==> src/rtl/as65x_pkg.sv <==
// rtl/as65x_pkg.sv - shared FSM state encoding and parameter defaults for the AS65x bus arbiter
package as65x_pkg;

    localparam int STEAL_DELAY_DEF = 3;
    localparam int MAX_BURST_DEF   = 40;
    localparam int FAIR_GAP_DEF    = 2;

    typedef enum logic [2:0] {
        ST_IDLE    = 3'd0,
        ST_HALT    = 3'd1,
        ST_GRANT   = 3'd2,
        ST_RELEASE = 3'd3,
        ST_GAP     = 3'd4
    } state_e;

    // A delay of N cycles loads N-1; zero-length delays still spend one cycle in the state.
    function automatic int load_of(input int cycles);
        return (cycles > 0) ? cycles - 1 : 0;
    endfunction

endpackage

==> src/rtl/as65x_cyc_counter.sv <==
// rtl/as65x_cyc_counter.sv - loadable down-counter that saturates at zero, used for HALT and GAP delays
module as65x_cyc_counter #(
    parameter int W = 2
) (
    input  logic         clk_i,
    input  logic         rst_n,
    input  logic         load_i,
    input  logic [W-1:0] load_val_i,
    input  logic         dec_i,
    output logic         zero_o
);

    logic [W-1:0] count_q;
    logic [W-1:0] count_d;

    always_comb begin
        count_d = count_q;
        if (load_i) begin
            count_d = load_val_i;
        end else if (dec_i && (count_q != '0)) begin
            count_d = count_q - W'(1);
        end
    end

    always_ff @(negedge clk_i or negedge rst_n) begin
        if (!rst_n) begin
            count_q <= '0;
        end else begin
            count_q <= count_d;
        end
    end

    assign zero_o = (count_q == '0);

endmodule

==> src/rtl/as65x_bus_arbiter.sv <==
// rtl/as65x_bus_arbiter.sv - cycle-stealing DMA arbiter: halts the CPU via RDY, takes the bus via AEC
module as65x_bus_arbiter
    import as65x_pkg::*;
#(
    parameter int STEAL_DELAY = STEAL_DELAY_DEF,
    parameter int MAX_BURST   = MAX_BURST_DEF,
    parameter int FAIR_GAP    = FAIR_GAP_DEF
) (
    input  logic        clk_i,
    input  logic        rst_n,
    input  logic        dma_req,
    input  logic [15:0] dma_addr,
    input  logic        dma_rwn,
    input  logic [7:0]  dma_wdata,
    input  logic [15:0] cpu_a,
    input  logic        cpu_a_oe,
    input  logic        cpu_rwn,
    input  logic [7:0]  cpu_d_o,
    input  logic        cpu_d_oe,
    output logic        rdy,
    output logic        aec,
    output logic        dma_grant,
    output logic [15:0] bus_a,
    output logic        bus_a_oe,
    output logic        bus_rwn,
    output logic [7:0]  bus_d_o,
    output logic        bus_d_oe,
    output logic        burst_trunc
);

    localparam int CNT_MAX = (STEAL_DELAY > FAIR_GAP) ? STEAL_DELAY : FAIR_GAP;
    localparam int CW      = (CNT_MAX > 1) ? $clog2(CNT_MAX) : 1;
    localparam int BW      = $clog2(MAX_BURST + 1);

    localparam logic [CW-1:0] STEAL_LOAD = CW'(load_of(STEAL_DELAY));
    localparam logic [CW-1:0] GAP_LOAD   = CW'(load_of(FAIR_GAP));
    localparam logic [BW-1:0] BEAT_LAST  = BW'(MAX_BURST);

    state_e          state_q, state_d;
    logic [BW-1:0]   beat_q, beat_d;
    logic            trunc_q, trunc_d;
    logic            rdy_q, rdy_d;
    logic            aec_q, aec_d;
    logic            grant_q, grant_d;
    logic            cnt_load;
    logic [CW-1:0]   cnt_load_val;
    logic            cnt_dec;
    logic            cnt_zero;

    as65x_cyc_counter #(
        .W (CW)
    ) u_delay_cnt (
        .clk_i      (clk_i),
        .rst_n      (rst_n),
        .load_i     (cnt_load),
        .load_val_i (cnt_load_val),
        .dec_i      (cnt_dec),
        .zero_o     (cnt_zero)
    );

    always_comb begin
        state_d      = state_q;
        beat_d       = beat_q;
        trunc_d      = trunc_q;
        cnt_load     = 1'b0;
        cnt_load_val = '0;
        cnt_dec      = 1'b0;
        case (state_q)
            ST_IDLE: begin
                if (dma_req) begin
                    state_d      = ST_HALT;
                    cnt_load     = 1'b1;
                    cnt_load_val = STEAL_LOAD;
                end
            end
            // Wait out any CPU write run: the 65xx ignores RDY during writes.
            ST_HALT: begin
                if (!dma_req) begin
                    state_d      = ST_GAP;
                    cnt_load     = 1'b1;
                    cnt_load_val = GAP_LOAD;
                end else if (cnt_zero && cpu_rwn) begin
                    state_d = ST_GRANT;
                    beat_d  = BW'(1);
                end else begin
                    cnt_dec = 1'b1;
                end
            end
            ST_GRANT: begin
                if (!dma_req) begin
                    state_d = ST_RELEASE;
                    trunc_d = 1'b0;
                    beat_d  = '0;
                end else if (beat_q >= BEAT_LAST) begin
                    state_d = ST_RELEASE;
                    trunc_d = 1'b1;
                    beat_d  = '0;
                end else begin
                    beat_d = beat_q + BW'(1);
                end
            end
            ST_RELEASE: begin
                state_d      = ST_GAP;
                cnt_load     = 1'b1;
                cnt_load_val = GAP_LOAD;
            end
            ST_GAP: begin
                if (cnt_zero) begin
                    state_d = ST_IDLE;
                end else begin
                    cnt_dec = 1'b1;
                end
            end
            default: begin
                state_d = ST_IDLE;
                beat_d  = '0;
            end
        endcase
    end

    // Control outputs are decoded from the next state and registered, so they never glitch.
    always_comb begin
        rdy_d   = 1'b1;
        aec_d   = 1'b1;
        grant_d = 1'b0;
        case (state_d)
            ST_HALT:    rdy_d = 1'b0;
            ST_RELEASE: rdy_d = 1'b0;
            ST_GRANT: begin
                rdy_d   = 1'b0;
                aec_d   = 1'b0;
                grant_d = 1'b1;
            end
            default: ;
        endcase
    end

    always_ff @(negedge clk_i or negedge rst_n) begin
        if (!rst_n) begin
            state_q <= ST_IDLE;
            beat_q  <= '0;
            trunc_q <= 1'b0;
            rdy_q   <= 1'b1;
            aec_q   <= 1'b1;
            grant_q <= 1'b0;
        end else begin
            state_q <= state_d;
            beat_q  <= beat_d;
            trunc_q <= trunc_d;
            rdy_q   <= rdy_d;
            aec_q   <= aec_d;
            grant_q <= grant_d;
        end
    end

    assign rdy         = rdy_q;
    assign aec         = aec_q;
    assign dma_grant   = grant_q;
    assign burst_trunc = trunc_q;

    always_comb begin
        if (grant_q) begin
            bus_a    = dma_addr;
            bus_a_oe = 1'b1;
            bus_rwn  = dma_rwn;
            bus_d_o  = dma_wdata;
            bus_d_oe = !dma_rwn;
        end else begin
            bus_a    = cpu_a;
            bus_a_oe = cpu_a_oe;
            bus_rwn  = cpu_rwn;
            bus_d_o  = cpu_d_o;
            bus_d_oe = cpu_d_oe;
        end
    end

endmodule

==> config.mk <==
export PLATFORM = sky130hd
export DESIGN_NAME = as65x_bus_arbiter
export DESIGN_NICKNAME = d
export VERILOG_FILES = /design/src/rtl/as65x_pkg.sv /design/src/rtl/as65x_cyc_counter.sv /design/src/rtl/as65x_bus_arbiter.sv
export SDC_FILE = /design/constraint.sdc
export NUM_CORES = 1
export LEC_CHECK = 0
export ABC_AREA = 1
export ABC_CLOCK_PERIOD_IN_PS = 1470
export CORE_ASPECT_RATIO = 0.75
export CORE_UTILIZATION = 35
export CTS_BUF_LIST = sky130_fd_sc_hd__clkbuf_2 sky130_fd_sc_hd__clkbuf_4 sky130_fd_sc_hd__clkbuf_8
export CTS_CLUSTER_DIAMETER = 30
export DETAILED_ROUTE_END_ITERATION = 12
export HOLD_SLACK_MARGIN = 0.12
export PLACE_DENSITY = 0.86
export SLEW_MARGIN = 20
export SYNTH_ARGS = -nofsm -noshare
export SYNTH_HDL_FRONTEND = slang
export SYNTH_SLANG_ARGS = --single-unit
==> constraint.sdc <==
create_clock -name clk_i -period 1.47 [get_ports clk_i]
set_input_delay 0.147 -clock clk_i [delete_from_list [all_inputs] [get_ports clk_i]]
set_output_delay 0.147 -clock clk_i [all_outputs]
set_load 0.005 [all_outputs]
# == After elaboration in Yosys (flattened, before gate mapping) ==
# Cells that the tools add are included.
# word_totals
register_bits,15
inputBits,55
output_inout_bits,31
elab_cells,66
# classes
add_sub_neg,2
n_lt_le_gt_ge,1
eq_ne,10
muxes,34
n_bitwise,1
n_reduce_logical,11
# ops
operator,count
$mux W6,4
$mux W3,6
$pmux W6 S3,1
$mux W16,1
$pmux W3 S5,1
$mux W1,14
$eq A3 B2 Y1 const B,4
$mux W8,1
$add A6 B1 Y6 const B,1
$eq A3 B1 Y1 const B,2
$ge A6 B6 Y1 const B,1
$mux W2,3
$pmux W2 S3,1
$reduce_or A3 Y1,2
$ne A2 B2 Y1 const B,2
$reduce_bool A2 Y1,2
$eq A3 B3 Y1 const B,1
$logic_not A3 Y1,1
$pmux W1 S3,1
$reduce_and A3 Y1,1
$logic_and A1 B1 Y1,2
$logic_not A2 Y1,1
$ne A2 B1 Y1 const B,1
$pmux W1 S2,1
other kinds (4),4

# == Longest topological paths before layout ==
# logic_depth
ltp_word,8
depth_mapped,9
depth_no_buf,9

# == By module ==
# From an unflattened synthesis, not the netlist that was laid out.
# hier_totals
cells_unflattened,187
area_unflattened_um2,1209.9
# modules_own_cells
module,n_inst,cells_each,area_each_um2,seq_area_each_um2
as65x_bus_arbiter,1,168,1082.3,327.8
as65x_cyc_counter,1,19,127.6,50.0

==> metrics <==
status=complete, but fails checks; failing checks=setup timing; total wire length=slightly below 6 mm; IO Port Bufs=85; area of the die=about 0.0036 mm2; Lkg Pwr=1.25 nW; vias per cell=5.18; skew final=around 47 ps; ANT nets after route=0; Startpoint Class=register; Post-Layout Cell Count=roughly 340; Slew Limit Fails=0; WL per Instance=approximately 18 um; Synth Instances=between 150 and 200; grt met1 use=0.330; Final Hold Fails=0; Clock Tree Buf Depth=2; Worst Reg-to-Reg Cells=9; Total GRT Usage=0.296; VDD IR max=0.996 mV; Clk pwr share=0.194; Synth warnings=0; Die Y=52.2 um; gr busiest metal=met2; sequential share of the synthesized area=0.322; vias=~1,700; clock slew at reported path FFs=approximately 50 ps; Worst Tran Pin Value=roughly 240 ps; r2r setup slk=between 150 and 200 ps; met3 usage in global routing=0.0921; Logic pwr share=0.584; Post-DP HPWL=about 3.4 mm; cell count of the worst hold path=2; HP Class=register to register; final core occ=0.808; PwrDens=approximately 1100 mW/mm2; setup slack after layout=-777 ps; IO Pins=86; Synth Net Count=around 250; total gr overflow=0; Root Buffer Master=clkbuf_8; Worst Path Max Fanout=7; flops & latches, synth=15; CTS buffer count=3; Worst EP arrival=approximately 2100 ps; ant diodes=0; CORE AREA=0.00306 mm2; FP Rows=17; post-route design area=approximately 0.0025 mm2; placer congestion estimate=around 0.80; Setup Viol. Count Final=31; pre-CTS WS=-746 ps; headroom to the max-slew limit=0.840; Max-Cap Viols=0; Sw Pwr=roughly 1.1 mW; Required @ worst endpoint=between 1000 and 1500 ps; Post-Place Cells=318; RSZ-0062 raised after global routing=yes; Synth Cell Area=0.00117 mm2; first-pass GRT wire length=between 7 and 8 mm; CTS tree=yes; total clock sinks=15; pin count of the biggest net entering global routing=10; Detailed Routing Iterations Pass 1=4; post-synthesis cell type count=21; Area after DPL=around 0.0021 mm2; Syn-to-layout area delta=111%; grt met2 use=0.497; Critical Setup Path Class=register to output port; layout cells sized above 1=0.411; Reg power frac=0.222; vias in the first global route=roughly 1,600; Chip Width=just under 70 um; Crit. End Element=output port; htree depth=1; DRC viols=0; switch share=0.403; syn avg cell area=~6.1 um2; cell internal pwr=1.66 mW; initial core utilization=0.383; initial drt markers=~120; worst skew pair latency=between 300 and 400 ps; initial antenna violation count=0; Final nets=around 360
==> state kept, by name (all words and copies together), names as in the netlist <==
| name | flops |
|---|---|
| state_q | 3 |
| dma_grant | 1 |
| burst_trunc | 1 |
| beat_q | 6 |
| rdy | 1 |
| u_delay_cnt.count_q | 2 |
| aec | 1 |
==> metal layers <==
metal | part of all wire | vias up
met3 | 0.10 | 31
met2 | 0.47 | 108
li1 | - | 801
met4 | 0.041 | 0
met1 | 0.39 | 795
met5 | 0 | -
==> critical path, stage by stage (launching register included) <==
cell and delay, ps:
dfrtn_1 360, buf_6 120, buf_6 130, buf_16 140, or2_4 230, buf_6 120
==> placed cells by master (no fill, tap or decap), types with 5 or more instances in the layout <==
master,netlist,routed
nand2_4,0,13
dfrtn_1,13,13
buf_4,0,10
nand3_1,13,12
nor2_2,5,5
buf_6,1,15
nand2_2,2,31
buf_2,5,22
nand2_1,103,61
nor2_1,8,6
clkdlybuf4s50_1,0,52
inv_1,15,15
==> synthesized netlist by cell type <==
master    number  area share
buf_2          5       0.021
buf_6          1      0.0096
dfrtn_1       13        0.28
dfstp_2        2       0.045
ha_1           3       0.032
inv_1         15       0.048
inv_2          3      0.0096
nand2_1      103        0.33
nand2_2        2       0.011
nand3_1       13       0.055
nand3_2        2       0.017
nand4_1        3       0.016
nor2_1         8       0.026
nor2_2         5       0.027
o21a_1         1      0.0064
o21ai_0        5       0.021
o21ai_1        2      0.0085
o21ai_4        1       0.014
o21bai_1       1      0.0064
or2_2          1      0.0053
xor2_1         2       0.015
==> cells by family (layout without fill, tap and decap cells) <==
family	count (synthesis)	count (layout)	share of synthesized area
compound gates	10	10	0.0565
xor+xnor	2	2	0.0149
fa+ha+maj	3	3	0.0320
buf+inv	24	130	0.0885
flops	15	15	0.322
simple gates	137	137	0.486
==> path summary, 6_finish.rpt <==
kind,startpoint,to
setup / recovery,dma_grant$_DFF_NN0_,bus_a_oe
hold reg to reg,burst_trunc$_DFFE_NN0P_,burst_trunc$_DFFE_NN0P_
min in group asynchronous,rst_n,beat_q[3]$_DFFE_NN0P_
hold / removal,burst_trunc$_DFFE_NN0P_,burst_trunc$_DFFE_NN0P_
max in group asynchronous,rst_n,state_q[1]$_DFF_NN0_
setup reg to reg,u_delay_cnt.count_q[0]$_DFFE_NN0P_,u_delay_cnt.count_q[0]$_DFFE_NN0P_
==> power by group through the flow <==
stage / Clock, mW / Combinational [mW] / Sequential [mW]
detailed placement: 0.0128 / 1.28 / 0.617
CTS: 0.541 / 1.44 / 0.609
floorplan: 0.0128 / 0.693 / 0.597
finish: 0.538 / 1.62 / 0.616
global route: 0.560 / 1.78 / 0.624
global placement: 0.0128 / 1.25 / 0.608
==> what timing repair did <==
action	in CTS	in global routing
resized for setup	173	42
hold buffers	0	0
cloned	6	0
setup endpoints to repair	46	38
pin swaps	8	15
setup buffers	8	1
==> per-stage QoR <==
| step | hold slack, ps | setup TNS [ps] | total power, mW |
|---|---|---|---|
| after floorplan | 379 | -5980 | 1.30 |
| after global placement | 417 | -29470 | 1.87 |
| after detailed placement | 430 | -30380 | 1.91 |
| after CTS | 426 | -20470 | 2.59 |
| after global routing | 430 | -21160 | 2.97 |
| final | 426 | -20400 | 2.78 |
==> final cells by class <==
cell class / instances / area (um2)
well taps: 38 / 47.5
fillers: 182 / 588
inverters: 17 / 80.1
flip-flops and latches: 15 / 378
repair buffers: 104 / 970
repair inverters: 3 / 33.8
clock inverters: 3 / 37.5
multi-input cells: 152 / 887
clock buffers: 3 / 41.3
No activity file was read; power rests on OpenSTA's default activity.
